## config.mk

```make
export PLATFORM = sky130hd
export DESIGN_NAME = fifo_rr_ctrl
export DESIGN_NICKNAME = d
export VERILOG_FILES = /design/src/rtl/fifo_rr_ctrl.sv
export SDC_FILE = /design/constraint.sdc
export NUM_CORES = 1
export LEC_CHECK = 0
export CORE_MARGIN = 8
export CORE_UTILIZATION = 39
export DETAILED_ROUTE_END_ITERATION = 10
export PLACE_DENSITY_LB_ADDON = 0.25
export SYNTH_ARGS = -nofsm -noshare
export SYNTH_HDL_FRONTEND = slang
export SYNTH_SLANG_ARGS = --single-unit
export TNS_END_PERCENT = 20
```

## constraint.sdc

```tcl
create_clock -name clk -period 6.9 [get_ports clk]
set_input_delay 1.38 -clock clk [delete_from_list [all_inputs] [get_ports clk]]
set_output_delay 1.38 -clock clk [all_outputs]
set_load 0.01 [all_outputs]
```

## src/rtl/fifo_rr_ctrl.sv

```systemverilog
// Round-robin write arbiter and read sequencer for a flagless FIFO. Keeps a shadow
// occupancy count and a source-tag ring that runs in lockstep with the FIFO's pointers.
module fifo_rr_ctrl #(
    parameter int WIDTH = 32,
    parameter int DEPTH = 16,
    parameter int NREQ  = 4,
    localparam int SW = $clog2(NREQ),
    localparam int LW = $clog2(DEPTH) + 1
) (
    input  logic                  clk,
    input  logic                  reset,
    input  logic [NREQ-1:0]       req_valid_i,
    input  logic [NREQ*WIDTH-1:0] req_data_i,
    output logic [NREQ-1:0]       req_ready_o,
    output logic                  fifo_write_o,
    output logic [WIDTH-1:0]      fifo_data_in_o,
    output logic                  fifo_read_o,
    input  logic [WIDTH-1:0]      fifo_data_out_i,
    output logic                  out_valid_o,
    input  logic                  out_ready_i,
    output logic [WIDTH-1:0]      out_data_o,
    output logic [SW-1:0]         out_src_o,
    output logic [LW-1:0]         level_o,
    output logic                  full_o,
    output logic                  empty_o,
    output logic                  prio_o,
    output logic [SW-1:0]         last_o
);
    localparam int PW = $clog2(DEPTH);

    // Handshakes: a producer word moves on the edge where req_valid_i[i] && req_ready_o[i];
    // a consumer word moves on the edge where out_valid_o && out_ready_i.

    logic [LW-1:0] level_q, level_d;
    logic          prio_q, prio_d;
    logic [SW-1:0] last_q, last_d;
    logic          out_valid_q, out_valid_d;
    logic [SW-1:0] out_src_q, out_src_d;
    logic [PW-1:0] wr_ptr_q, wr_ptr_d;
    logic [PW-1:0] rd_ptr_q, rd_ptr_d;
    logic [SW-1:0] tag_q [DEPTH];

    logic [SW-1:0] grant_idx;
    logic [SW-1:0] cand;
    logic          any_req;
    logic          full, empty;
    logic          want_wr, want_rd, conflict;
    logic          wr_win, rd_win;

    // Search starts just past the last winner so every producer gets a turn.
    always_comb begin
        grant_idx = last_q;
        cand      = '0;
        any_req   = 1'b0;
        for (int k = 1; k <= NREQ; k++) begin
            cand = SW'((int'(last_q) + k) % NREQ);
            if (!any_req && req_valid_i[cand]) begin
                grant_idx = cand;
                any_req   = 1'b1;
            end
        end
    end

    assign full     = (level_q == LW'(DEPTH));
    assign empty    = (level_q == '0);
    assign want_wr  = any_req && !full;
    assign want_rd  = !empty && (!out_valid_q || out_ready_i);
    assign conflict = want_wr && want_rd;
    // Strobes are held off during reset so the FIFO never sees traffic while clearing.
    assign wr_win   = !reset && want_wr && (!want_rd || !prio_q);
    assign rd_win   = !reset && want_rd && (!want_wr || prio_q);

    always_ff @(posedge clk) begin
        if (reset) begin
            level_q     <= '0;
            prio_q      <= 1'b0;
            last_q      <= SW'(NREQ - 1);
            out_valid_q <= 1'b0;
            out_src_q   <= '0;
            wr_ptr_q    <= '0;
            rd_ptr_q    <= '0;
        end else begin
            level_q     <= level_d;
            prio_q      <= prio_d;
            last_q      <= last_d;
            out_valid_q <= out_valid_d;
            out_src_q   <= out_src_d;
            wr_ptr_q    <= wr_ptr_d;
            rd_ptr_q    <= rd_ptr_d;
        end
    end

    always_ff @(posedge clk) begin
        if (wr_win) begin
            tag_q[wr_ptr_q] <= grant_idx;
        end
    end

    always_comb begin
        level_d     = level_q;
        prio_d      = conflict ? ~prio_q : prio_q;
        last_d      = wr_win ? grant_idx : last_q;
        out_valid_d = rd_win ? 1'b1 : (out_ready_i ? 1'b0 : out_valid_q);
        out_src_d   = rd_win ? tag_q[rd_ptr_q] : out_src_q;
        wr_ptr_d    = wr_ptr_q;
        rd_ptr_d    = rd_ptr_q;
        if (wr_win) begin
            level_d  = level_q + LW'(1);
            wr_ptr_d = (wr_ptr_q == PW'(DEPTH - 1)) ? '0 : wr_ptr_q + PW'(1);
        end else if (rd_win) begin
            level_d  = level_q - LW'(1);
            rd_ptr_d = (rd_ptr_q == PW'(DEPTH - 1)) ? '0 : rd_ptr_q + PW'(1);
        end
    end

    always_comb begin
        req_ready_o = '0;
        if (wr_win) begin
            req_ready_o[grant_idx] = 1'b1;
        end
        fifo_write_o   = wr_win;
        fifo_data_in_o = req_data_i[grant_idx*WIDTH +: WIDTH];
        fifo_read_o    = rd_win;
        out_valid_o    = out_valid_q;
        out_data_o     = fifo_data_out_i;
        out_src_o      = out_src_q;
        level_o        = level_q;
        full_o         = full;
        empty_o        = empty;
        prio_o         = prio_q;
        last_o         = last_q;
    end
endmodule

```

# --- Word-level counts from Yosys, hierarchy flattened ---
# Memories as Yosys holds them, arrays and structs flattened. A register that Yosys moved wholly into a read port is not among the register bits.
# Cells that the tools add are included.
op_classes:
  addsub: 8
  n_shift: 1
  magnitude_cmp: 6
  bitwise_logic: 2
  n_eq_ne: 3
  n_reduce_logical: 28
  mux: 27
op_table:
  columns: ["op", "n"]
  rows:
  - ["$shiftx A128 B8 Y32", 1]
  - ["$lt A2 B3 Y1 const B", 5]
  - ["$mux W1", 13]
  - ["$mux W4", 3]
  - ["$logic_and A1 B1 Y1", 11]
  - ["$logic_not A1 Y1", 10]
  - ["$mux W5", 2]
  - ["$add A4 B1 Y4 const B", 2]
  - ["$bmux W1 S2", 4]
  - ["$eq A4 B4 Y1 const B", 2]
  - ["$mux W2", 4]
  - ["$add A5 B1 Y5 const B", 1]
  - ["$eq A5 B5 Y1 const B", 1]
  - ["$logic_not A5 Y1", 1]
  - ["$sub A5 B1 Y5 const B", 1]
  - ["$add A2 B1 Y2 const B", 2]
  - ["$add A2 B2 Y2 const B", 2]
  - ["$reduce_bool A2 Y1", 2]
  - ["$logic_or A1 B1 Y1", 3]
  - ["$demux W1 S2", 1]
  - ["$ge A2 B1 Y1 const B", 1]
  - ["$not A1 Y1", 2]
  - ["$reduce_and A2 Y1", 1]
totals:
  elab_cells: 82
  ram_bits: 32
  mem_count: 1
  output_inout_bits: 83
  in_bits: 167
  regBits: 17
memory_table:
  columns: ["name", "depth", "word_bits", "read_ports", "rd_ports_with_merged_regs", "write_ports", "line", "source"]
  rows:
  - ["tag_q", 16, 2, 1, 1, 1, "41", "logic [SW-1:0] tag_q [DEPTH];"]

# --- Logic depth before layout (Yosys ltp) ---
# Gate-level depths: netlist (run 1).
logic_depth:
  word_depth: 19
  depth_mapped: 11
  depth_no_buf: 10

# --- Worst setup path before layout (run 1) ---
# No wires, ideal clock.
synth_path:
  kind: "input -> output"
  from: "input port req_valid_i[3]"
  to: "output port req_ready_o[0]"
  n_path_buf: 1
  path_slack_ns: 2.837
  required_time_ns: 5.520
  arrival_ns: 2.683
  stages: 6
  path_cell_list: "nor4_1 -> a21oi_1 -> and3_2 -> buf_2 -> inv_1 -> nor3_1"
synth_between:
  elab_cells_between_ends: 31
  classes_between: "order compare (2); mux (19); reduce/logical (10)"
synth_lines:
  columns: ["item", "line", "source"]
  rows:
  - ["from (decl)", "12", "input logic [NREQ-1:0] req_valid_i,"]
  - ["$bmux W1 S2", "57", "if (!any_req && req_valid_i[cand]) begin"]
  - ["$mux W1 (not written as such)", "57", null]
  - ["$mux W1", "57", null]
  - ["$logic_not A1 Y1", "57", null]
  - ["$logic_and A1 B1 Y1", "57", null]
  - ["$mux W1", "57", null]
  - ["$logic_not A1 Y1", "57", null]
  - ["$logic_and A1 B1 Y1", "57", null]
  - ["$mux W1", "57", null]
  - ["$logic_not A1 Y1", "57", null]
  - ["$logic_and A1 B1 Y1", "57", null]
  - ["$mux W1 *", "57", null]
  - ["$logic_and A1 B1 Y1 *", "66", "assign want_wr = any_req && !full;"]
  - ["$logic_and A1 B1 Y1 * (2 in series)", "70", "assign wr_win = !reset && want_wr && (!want_rd || !prio_q);"]
  - ["named net fifo_write_o", "15", "output logic fifo_write_o,"]
  - ["$mux W4 *", "118", "if (wr_win) begin"]
  - ["to (decl)", "14", "output logic [NREQ-1:0] req_ready_o,"]
# The timed path passes the listed nets; every way through them passes the cells marked *. The select of a mux whose other input is x is not followed.

# --- Worst setup path in the final report (run 1) ---
layout_path:
  from: "input port req_valid_i[1]"
  to: "output port req_ready_o[0]"
layout_between:
  elab_chain_cells: 17
  elab_cells_between_ends: 31
  classes_between: "order compare (2); mux (19); reduce/logical (10)"
layout_lines:
  columns: ["item", "line", "source"]
  rows:
  - ["$bmux W1 S2", "57", null]
  - ["$mux W1 (not written as such)", "57", null]
  - ["$mux W1", "57", null]
  - ["$logic_not A1 Y1", "57", null]
  - ["$logic_and A1 B1 Y1", "57", null]
  - ["$mux W1", "57", null]
  - ["$logic_not A1 Y1", "57", null]
  - ["$logic_and A1 B1 Y1", "57", null]
  - ["[2 not listed]", null, null]
  - ["$logic_and A1 B1 Y1", "57", null]
  - ["$mux W2 *", "57", null]
  - ["named net grant_idx[0]", "43", "logic [SW-1:0] grant_idx;"]
  - ["$lt A2 B3 Y1 (not written as such) or $ge A2 B1 Y1 (tied branches)", "119", "req_ready_o[grant_idx] = 1'b1;"]
  - ["$logic_and A1 B1 Y1 (not written as such)", "119", null]
  - ["$mux W1 (not written as such)", "119", null]
  - ["$demux W1 S2 *", "119", null]
  - ["$mux W4 *", "118", null]
# Marks and branches as above.

==> results of run 1 <==
critical path, delay by kind of cell:
kind                   cells  cell delay (ps)
AO/OA/AOI/OAI              1              180
buffers and inverters      4             2030
multiplexers               1              170
AND/OR/NAND/NOR            2              360
cell type report:
cell class	instances	area [um2]	share of cell area
Clock inverter	2	12.51	0.002257
Tap cell	129	161.4	0.02911
Inverter	11	41.29	0.007448
Timing Repair Buffer	189	1882	0.3394
Clock buffer	6	72.57	0.01309
Multi-Input combinational cell	241	2033	0.3667
Sequential cell	51	1341	0.2419
power groups by stage:
stage,Sequential [W],Clock [W],Combinational [W]
2_1_floorplan,0.000458,0,0.000736
3_3_place_gp,0.000474,0,0.00119
3_5_place_dp,0.000476,0,0.00121
4_1_cts,0.000469,0.000175,0.00122
5_1_grt,0.000479,0.000185,0.00130
6_report,0.000468,0.000170,0.00120
synth_stat cells, drive strengths merged (3+ instances only):
library cell    n
xor2            3
o21ai           7
buf            47
dfxtp          19
nor3            9
nand2          19
and3            3
ha              8
a21oi          13
nor2           28
a21o            3
nand3           7
xnor2           3
clkbuf          5
nor2b           3
edfxtp         32
or4             3
mux2i         101
nand2b          4
mux4            8
inv            11
metrics by stage:
| step | total power, W | setup slack [ps] | utilization | hold WS, ps | cell area, um2 |
|---|---|---|---|---|---|
| final | 0.001839 | 1377 | 0.6000 | 491.2 | 5544 |
| after global routing | 0.001968 | 1197 | 0.6000 | 522.5 | 5544 |
| after CTS | 0.001864 | 1359 | 0.6000 | 500.7 | 5544 |
| after detailed placement | 0.001685 | 1364 | 0.5908 | 483.6 | 5459 |
| after global placement | 0.001668 | 1449 | 0.5908 | 498.6 | 5459 |
| after floorplan | 0.001195 | 2837 | - | 493.8 | 3719 |
layer usage:
layer / share of wire / vias to the layer above / track usage
met5: 0 / - / 0
li1: - / 1550 / -
met4: 0.018 / 0 / 0.05151
met3: 0.12 / 14 / 0.1004
met2: 0.52 / 132 / 0.3396
met1: 0.34 / 1500 / 0.1816
cell families (layout without fill, tap and decap cells):
kind of cell | Yosys count | after routing | synth area share
multiplexers | 109 | 109 | 0.3203
AND/OR/NAND/NOR | 82 | 82 | 0.1100
adder cells (fa/ha/maj) | 9 | 9 | 0.03230
XOR/XNOR | 6 | 6 | 0.01413
flip-flops | 51 | 51 | 0.3607
AO/OA/AOI/OAI | 35 | 35 | 0.06225
buffers and inverters | 63 | 208 | 0.1003
state kept, by name, indices dropped and copies added, names as in the netlist:
register	count
out_src_o	2
rd_ptr_q	4
prio_o	1
last_o	2
level_o	5
out_valid_o	1
tag_q	32
wr_ptr_q	4
cell usage in the layout, fill, tap and decap left out, types with 3 or more instances in the layout:
| cell | count |
|---|---|
| dfxtp_1 | 19 |
| mux2i_1 | 101 |
| buf_4 | 4 |
| nand2_1 | 18 |
| xor2_1 | 3 |
| clkdlybuf4s50_1 | 185 |
| mux4_2 | 8 |
| nor2b_1 | 3 |
| nand2b_1 | 4 |
| o21ai_0 | 6 |
| inv_1 | 11 |
| nor2_1 | 28 |
| ha_1 | 8 |
| clkbuf_8 | 5 |
| nand3_1 | 6 |
| nor3_1 | 9 |
| a21oi_1 | 12 |
| edfxtp_1 | 32 |
| xnor2_1 | 3 |
worst max-delay path by stage:
stage,cells after the start,slack (ps),startpoint,to
floorplan,6,2840,req_valid_i[3],req_ready_o[0]
finish,8,1380,req_valid_i[1],req_ready_o[0]
CTS,8,1360,req_valid_i[1],req_ready_o[0]
detailed placement,8,1360,req_valid_i[1],req_ready_o[0]
global route,8,1200,req_valid_i[3],req_ready_o[0]
global placement,8,1450,req_valid_i[1],req_ready_o[0]
==> results_dict.tcl, run 1 <==
set metrics [dict create \
    dp.cells 621 \
    ys.flop_type "edfxtp_1" \
    wl_per_cell_um 19.72 \
    drt_iter0_markers 100 \
    max_clock_freq_ghz 0.1811 \
    hold_violations 0 \
    slowest_stage "clkdlybuf4s50_1" \
    relSlewSlack 0.3986 \
    gp_congestion 0.8436 \
    arrival_ps 4140 \
    pwr-share-comb 0.653 \
    io_pins 250 \
    cp_cell_sequence "clkdlybuf4s50_1 -> mux2i_1 -> nor2_1 -> a221oi_4 -> buf_4 -> inv_1 -> nor3_1 -> clkdlybuf4s50_1" \
    power.leakage_nw 2.200 \
    area_delta_synth_final_pct 49.09 \
    p_switching_w 0.0007323 \
    ant_nets 0 \
    grt_pass1_wl_um 18750 \
    worstHoldStart "out_src_o[0]" \
    io_buffer_count 185 \
    fp.dieH_um 113.6 \
    yosysTopAreaCellShare 0.2719 \
    drc_errors 0 \
    worst_pin_slew_ps 902.1 \
    seq_power_share 0.254 \
    cpMostUsedCell "clkdlybuf4s50_1" \
    clk_latency_ps 310 \
    ff2ff_path_depth 9 \
    htreeDepth 2 \
    status "finished, final reports clean" \
    cts-buffers-inserted 5 \
    powerDensity_nw_per_um2 331.8 \
    chipWidth_um 113.6 \
    avgSynthCellArea_um2 10.47 \
    cts.clk_slew.worst_paths_ps 90 \
    ys_top_cells_by_area "mux2i_1 (27%), edfxtp_1 (26%), dfxtp_1 (10%)" \
    diodes 0 \
    fp.coreArea_um2 9240 \
    whs_endpoint "out_src_o[0]" \
    post_cts_resized 0 \
    wirelength_um 12410 \
    grt_pass1_vias 3403 \
    hold_depth 2 \
    ir_drop_mv 0.2199 \
    period_needed_ps 5523 \
    cap_violations 0 \
    rsz0062_at_grt "no" \
    cts_buffer_depth 2 \
    num_rows 35 \
    seq_area_frac_synth 0.3607 \
    postSynthCellCount 355 \
    setup_viol 0 \
    synth_seq_cells 51 \
    syn-num-nets 531 \
    antenna_found_initial 0 \
    grt_max_degree 57 \
    endpoint_kind "primary output" \
    clkSinkCount 51 \
    r2r_slack_ps 3990 \
    tns_ps 0 \
    dp_hpwl_um 10430 \
    start_util 0.4024 \
    cts_tree "done" \
    post_cts_buffers 0 \
    via_per_inst 5.081 \
    slew_viol_final 0 \
    hp-class "reg2reg" \
    gr-total-overflow 0 \
    fin_skew_ps 5.163 \
    synthesis.area_um2 3719 \
    yosysTopAreaCell "mux2i_1" \
    rr_endpoint "level_o[4]" \
    yosys_warnings 0 \
    regToRegStartpoint "level_o[0]" \
    die-area_um2 12920 \
    timing.final.crit_share 0.8004 \
    grt_usage 0.1879 \
    synth_async_sr_flop_share 0 \
    cp.required_ps 5520 \
    ys_types 44 \
    max_stage_delay_ps 580 \
    start_kind "input pin" \
    instances_no_fill 629 \
    cts_hold_buf 0 \
    sw_frac_of_total 0.3981 \
    p_clk_frac 0.092 \
    drive_above_1_share 0.06000 \
    intPower_w 0.001107 \
    cp_max_fo 36 \
    via_count 3196 \
    fillers 794 \
    nNetsFinal 675 \
    synth-edff-count 32 \
    critPathKind "in2out" \
    cts_root_buffer "clkbuf_8" \
    firstDrtPassIters 4 \
]
Note: power is estimated with default switching activity, not from simulation.
==> inputs of run 2 (changes only) <==
CORE_UTILIZATION = 37   (was 39)
clock period = 5.6 ns   (was 6.9 ns; I/O delays follow)
==> run 2 against run 1 <==
- final cell count grew 0.95%
- core utilization is 2.4 points lower
- critical endpoint unchanged
- register-to-register slack lost 1300 ps
- largest cell class unchanged
- largest power group unchanged
- sequential share of layout area decreased by 0.36 points
- global-route usage down 0.90 points
==> results_dict.tcl, run 2 (synthesized netlist as in run 1, its figures left out) <==
set metrics [dict create \
    ff2ff_path_depth 9 \
    mostFrequentLayoutCell "clkdlybuf4s50_1" \
    power.leakage_nw 2.236 \
    wirelength_um 12200 \
    powerDensity_nw_per_um2 419.1 \
    rsz0062_at_grt "no" \
    fp.dieH_um 116.3 \
    cp_max_fo 8 \
    dp_slack_ps 898.1 \
    ant_nets 0 \
    start_kind "input pin" \
    arrival_ps 3670 \
    setup_viol 0 \
    multiInputGateArea_um2 2033 \
    max_clock_freq_ghz 0.2090 \
    tns_ps 0 \
    die-area_um2 13510 \
    io_pins 250 \
    largest_register_ffs 32 \
    wl_per_cell_um 19.21 \
    use_met1 0.1646 \
    clk_latency_ps 300 \
    fillers 878 \
    intPower_w 0.001456 \
    relSlewSlack 0.4943 \
    num_rows 36 \
    status "finished, final reports clean" \
    grt_util_met2 0.3320 \
    setup_ws_ps 814.6 \
    period_needed_ps 4785 \
    sw_frac_of_total 0.3827 \
    cp.required_ps 4480 \
    cap_violations 0 \
    post_cts_resized 0 \
    slew_viol_final 0 \
    grt_max_degree 69 \
    critPathKind "in2out" \
    place_area_um2 5497 \
    dp_hpwl_um 10130 \
    timing.final.crit_share 0.8545 \
    gp_congestion 0.7941 \
    grt_pass1_wl_um 18410 \
    via_per_inst 4.980 \
    htreeDepth 2 \
    drive_above_1_share 0.06188 \
    via_count 3162 \
    clkSinkCount 51 \
    chipWidth_um 116.3 \
    p_switching_w 0.0009026 \
    final_cell_mix "clkdlybuf4s50_1 (185), mux2i_1 (101), edfxtp_1 (32)" \
    grt_usage 0.1789 \
    cts_hold_buf 0 \
    hold_depth 2 \
    top_register "tag_q" \
    cts_root_buffer "clkbuf_8" \
    gr-total-overflow 0 \
    grt_pass1_vias 3464 \
    fin_area_um2 5627 \
    seq_power_share 0.245 \
    drt_iter0_markers 93 \
    p_clk_frac 0.116 \
    firstDrtPassIters 5 \
    grt_most_used_layer "met2" \
    worst_pin_slew_ps 752.7 \
    cts-buffers-inserted 5 \
    post_cts_buffers 0 \
    hold_violations 0 \
    regArea_um2 1341 \
    nNetsFinal 676 \
    area_delta_synth_final_pct 51.31 \
    fin_skew_ps 3.999 \
    fp.coreArea_um2 9774 \
    io_buffer_count 185 \
    endpoint_kind "primary output" \
    pwr-share-comb 0.638 \
    timing.hold.ws_ps 503.0 \
    cts_buffer_depth 2 \
    ir_drop_mv 0.2874 \
    cts_tree "done" \
    drc_errors 0 \
    met3_usage 0.09928 \
    cts.clk_slew.worst_paths_ps 90 \
    hp-class "reg2reg" \
    start_util 0.3804 \
    antenna_found_initial 1 \
]
run 2: changes by cell type in the layout (fill, tap and decap cells not counted), sizes merged:
cell and delta:
buf +1, bufinv +1, clkbuf +1, clkinv -1, clkinvlp -1, diode +1
run 2: stage by stage:
stage                       util  power [W]  std cells
after floorplan                -   0.001472        355
after global placement    0.5623   0.002083        626
after detailed placement  0.5623   0.002106        626
after CTS                 0.5754   0.002390        634
after global routing      0.5757   0.002527        635
final                     0.5757   0.002358        635
run 2: layout make-up:
| class | count | share of cell area |
|---|---|---|
| antenna | 1 | 0.0004447 |
| tap | 133 | 0.02958 |
| clock inverter | 1 | 0.005337 |
| multi-input combinational | 241 | 0.3614 |
| inverter | 11 | 0.007338 |
| sequential | 51 | 0.2384 |
| timing repair buffer | 190 | 0.3402 |
| clock buffer | 7 | 0.01734 |
run 2: power by group through the flow:
stage / logic [W] / registers [W] / clock network [W]
5_1_grt: 0.00164 / 0.000594 / 0.000297
3_3_place_gp: 0.00150 / 0.000585 / 0
6_report: 0.00151 / 0.000579 / 0.000274
4_1_cts: 0.00153 / 0.000580 / 0.000280
2_1_floorplan: 0.000907 / 0.000564 / 0
3_5_place_dp: 0.00152 / 0.000587 / 0
run 2: critical path, cell delays in order:
cell             delay [ps]
clkdlybuf4s50_1         480
nor4_1                  660
a21oi_1                 250
and3_2                  350
inv_1                   210
nor3_1                   90
clkdlybuf4s50_1         510
run 2: path summary, 6_finish.rpt:
| kind | start | slack, ps | end |
|---|---|---|---|
| worst min register to register | out_src_o[0] | 500 | out_src_o[0] |
| worst max-delay path | req_valid_i[3] | 810 | req_ready_o[0] |
| worst max register to register | level_o[0] | 2650 | level_o[4] |
| worst min-delay path | out_src_o[0] | 500 | out_src_o[0] |
run 2: routing by layer:
layer	vias to the layer above	wire length (um)
li1	1555	-
met1	1460	3942
met2	137	6645
met3	10	1443
met4	0	166
met5	-	0
==> inputs of run 3 (changes only) <==
CTS_CLUSTER_DIAMETER = 60   (was unset)
GPL_ROUTABILITY_DRIVEN = 1   (was unset)
==> results of run 3 <==
Final layout, timing and power as in run 2 (identical DEF).
==> patch, RTL diff (settings of run 2) <==
Reset style: asynchronous (`reset`), changed in one clocked block.
--- a/src/rtl/fifo_rr_ctrl.sv
+++ b/src/rtl/fifo_rr_ctrl.sv
@@ -72,3 +72,3 @@
 
-    always_ff @(posedge clk) begin
+    always_ff @(posedge clk or posedge reset) begin
         if (reset) begin
Check against the original RTL: differs if reset is asserted again (counterexample within 4 cycles, from zero or initial values and one cycle with reset high); with reset held inactive, the same outputs for 4 cycles.
==> patch against run 2 <==
Sequential cell count unchanged; setup slack got worse by 0.13 ns; synthesized area shrank 4.0%; design area fell by 3.6%; total power increased by 8.0%; die area fell by 3.4%; critical path depth did not move; clock skew is 0.0084 ns higher; wire length down 1.0%; largest power group unchanged.
==> patch: results (changes against run 2) <==
Hold path
  • Worst hold start: out_src_o[1]
  • Worst hold path endpoint: out_src_o[1]
  • Min-Delay Path Depth: 1 (-1)

Logic synthesis
  • Seq/Total Area, Yosys: 40.3% (+4.2 points)
  • Cell types with the highest counts after synthesis: buf_4, edfxtp_1, mux4_2
  • Share of flip-flops with an asynchronous set or reset after synthesis: 37.3% (+37 points)
  • Cells after synthesis: 246 (-31%)
  • Number of distinct standard cells referenced by the synthesized netlist: 43 (-2.3%)
  • Post-Synthesis Net Count: 422 (-21%)
  • Main area contributors after synthesis: edfxtp_1, mux4_2, dfrtp_1

Global route
  • Global router's overall resource usage: 18.6% (+0.70 points)
  • Wire length of the first global-routing pass: 18.2 mm (-1.0%)

Critical path
  • Reg2Reg Launch Point: level_o[0]
  • Critical R2R Capture: level_o[4]
  • CP Data Arrival Time: 3.80 ns (+0.13 ns)
  • Number of cells on the worst reg-to-reg path: 8 (-1)
  • Highest net fanout along the worst path: 27 (+19)

Pwr
  • Pwr Total: 2.55 mW (+8.0%)
  • Maximum resistive drop on vdd: 185 uV (-35%)
  • Leak: 2.03 nW (-9.0%)
  • Proportion of power drawn by combinational gates: 63.6% (-0.2 points)
  • Register share of total power: 26.4% (+1.9 points)

Layout
  • Combined area of the multi-input logic cells: 1780 um^2 (-12%)
  • Number of filler cells placed in the layout: 812 (-7.5%)
  • #MultiIn Comb: 142 (-41%)
  • Non-Filler Instances: 532 (-16%)
  • Count of inverters other than clock inverters in the layout: 7 (-4)
  • Number of nets in the layout: 574 (-15%)
  • Final-layout non-clock buffer area share: 35.0% (+0.94 points)
  • Buffers outside the clock class: 191 (+0.53%)

Placement
  • Standard cell area after detailed placement: 5310 um^2 (-3.3%)
  • HPWL after DPL: 10.3 mm (+1.7%)
  • Routability cong.: 0.874 (+10%)
  • Number of instances in the placed design: 524 (-16%)

Run status
  • Outcome: complete, no violations

Drt
  • Pre-antenna DRT Iters: 4 (-1)
  • DR vias: 2,800 (-11%)
  • Final routed wire length divided by cell count: 22.7 um (+18%)

Timing
  • Transition time at the pin with the least slew margin: 0.901 ns (+0.149 ns)
  • Worst clock skew: 0.0124 ns (+0.00838 ns)
patch: routing by layer:
| metal | vias to the layer above | wire length (um) | track usage [%] |
|---|---|---|---|
| met2 | 130 | 6350 | 32.3 |
| met5 | - | 0 | 0 |
| li1 | 1258 | - | - |
| met1 | 1401 | 4310 | 21.2 |
| met4 | 0 | 182 | 4.97 |
| met3 | 11 | 1220 | 6.43 |
patch: how the worst max path moves through the flow:
stage	from	endpoint	slack, ns	cells after the start
global route	req_valid_i[3]	req_ready_o[0]	0.42	8
CTS	req_valid_i[3]	req_ready_o[0]	0.65	8
floorplan	req_valid_i[3]	fifo_data_in_o[10]	1.82	5
global placement	req_valid_i[3]	req_ready_o[0]	0.71	8
detailed placement	req_valid_i[3]	req_ready_o[0]	0.65	8
finish	req_valid_i[1]	fifo_data_in_o[29]	0.68	7
patch: critical path, cell delays in order:
cell	delay, ns
clkdlybuf4s50_1	0.47
nand2b_1	0.13
o21ai_0	0.14
o21ai_4	0.72
buf_4	0.36
mux4_2	0.33
clkdlybuf4s50_1	0.51
patch: cell families after synthesis:
kind of cell	Yosys count	share of synthesized area (%)
buf+inv	53	10.1
mux	52	30.9
flops	51	40.3
simple gates	49	8.16
compound gates	26	5.75
fa+ha+maj	9	3.36
xor+xnor	6	1.47
patch: metrics by stage:
| step | utilization [%] | setup WS [ns] | hold slack [ns] |
|---|---|---|---|
| floorplan | - | 1.82 | 0.528 |
| detailed placement | 55.6 | 0.655 | 0.499 |
| global route | 56.8 | 0.419 | 0.548 |
| global placement | 55.6 | 0.710 | 0.501 |
| finish | 56.8 | 0.685 | 0.521 |
| CTS | 56.8 | 0.648 | 0.526 |
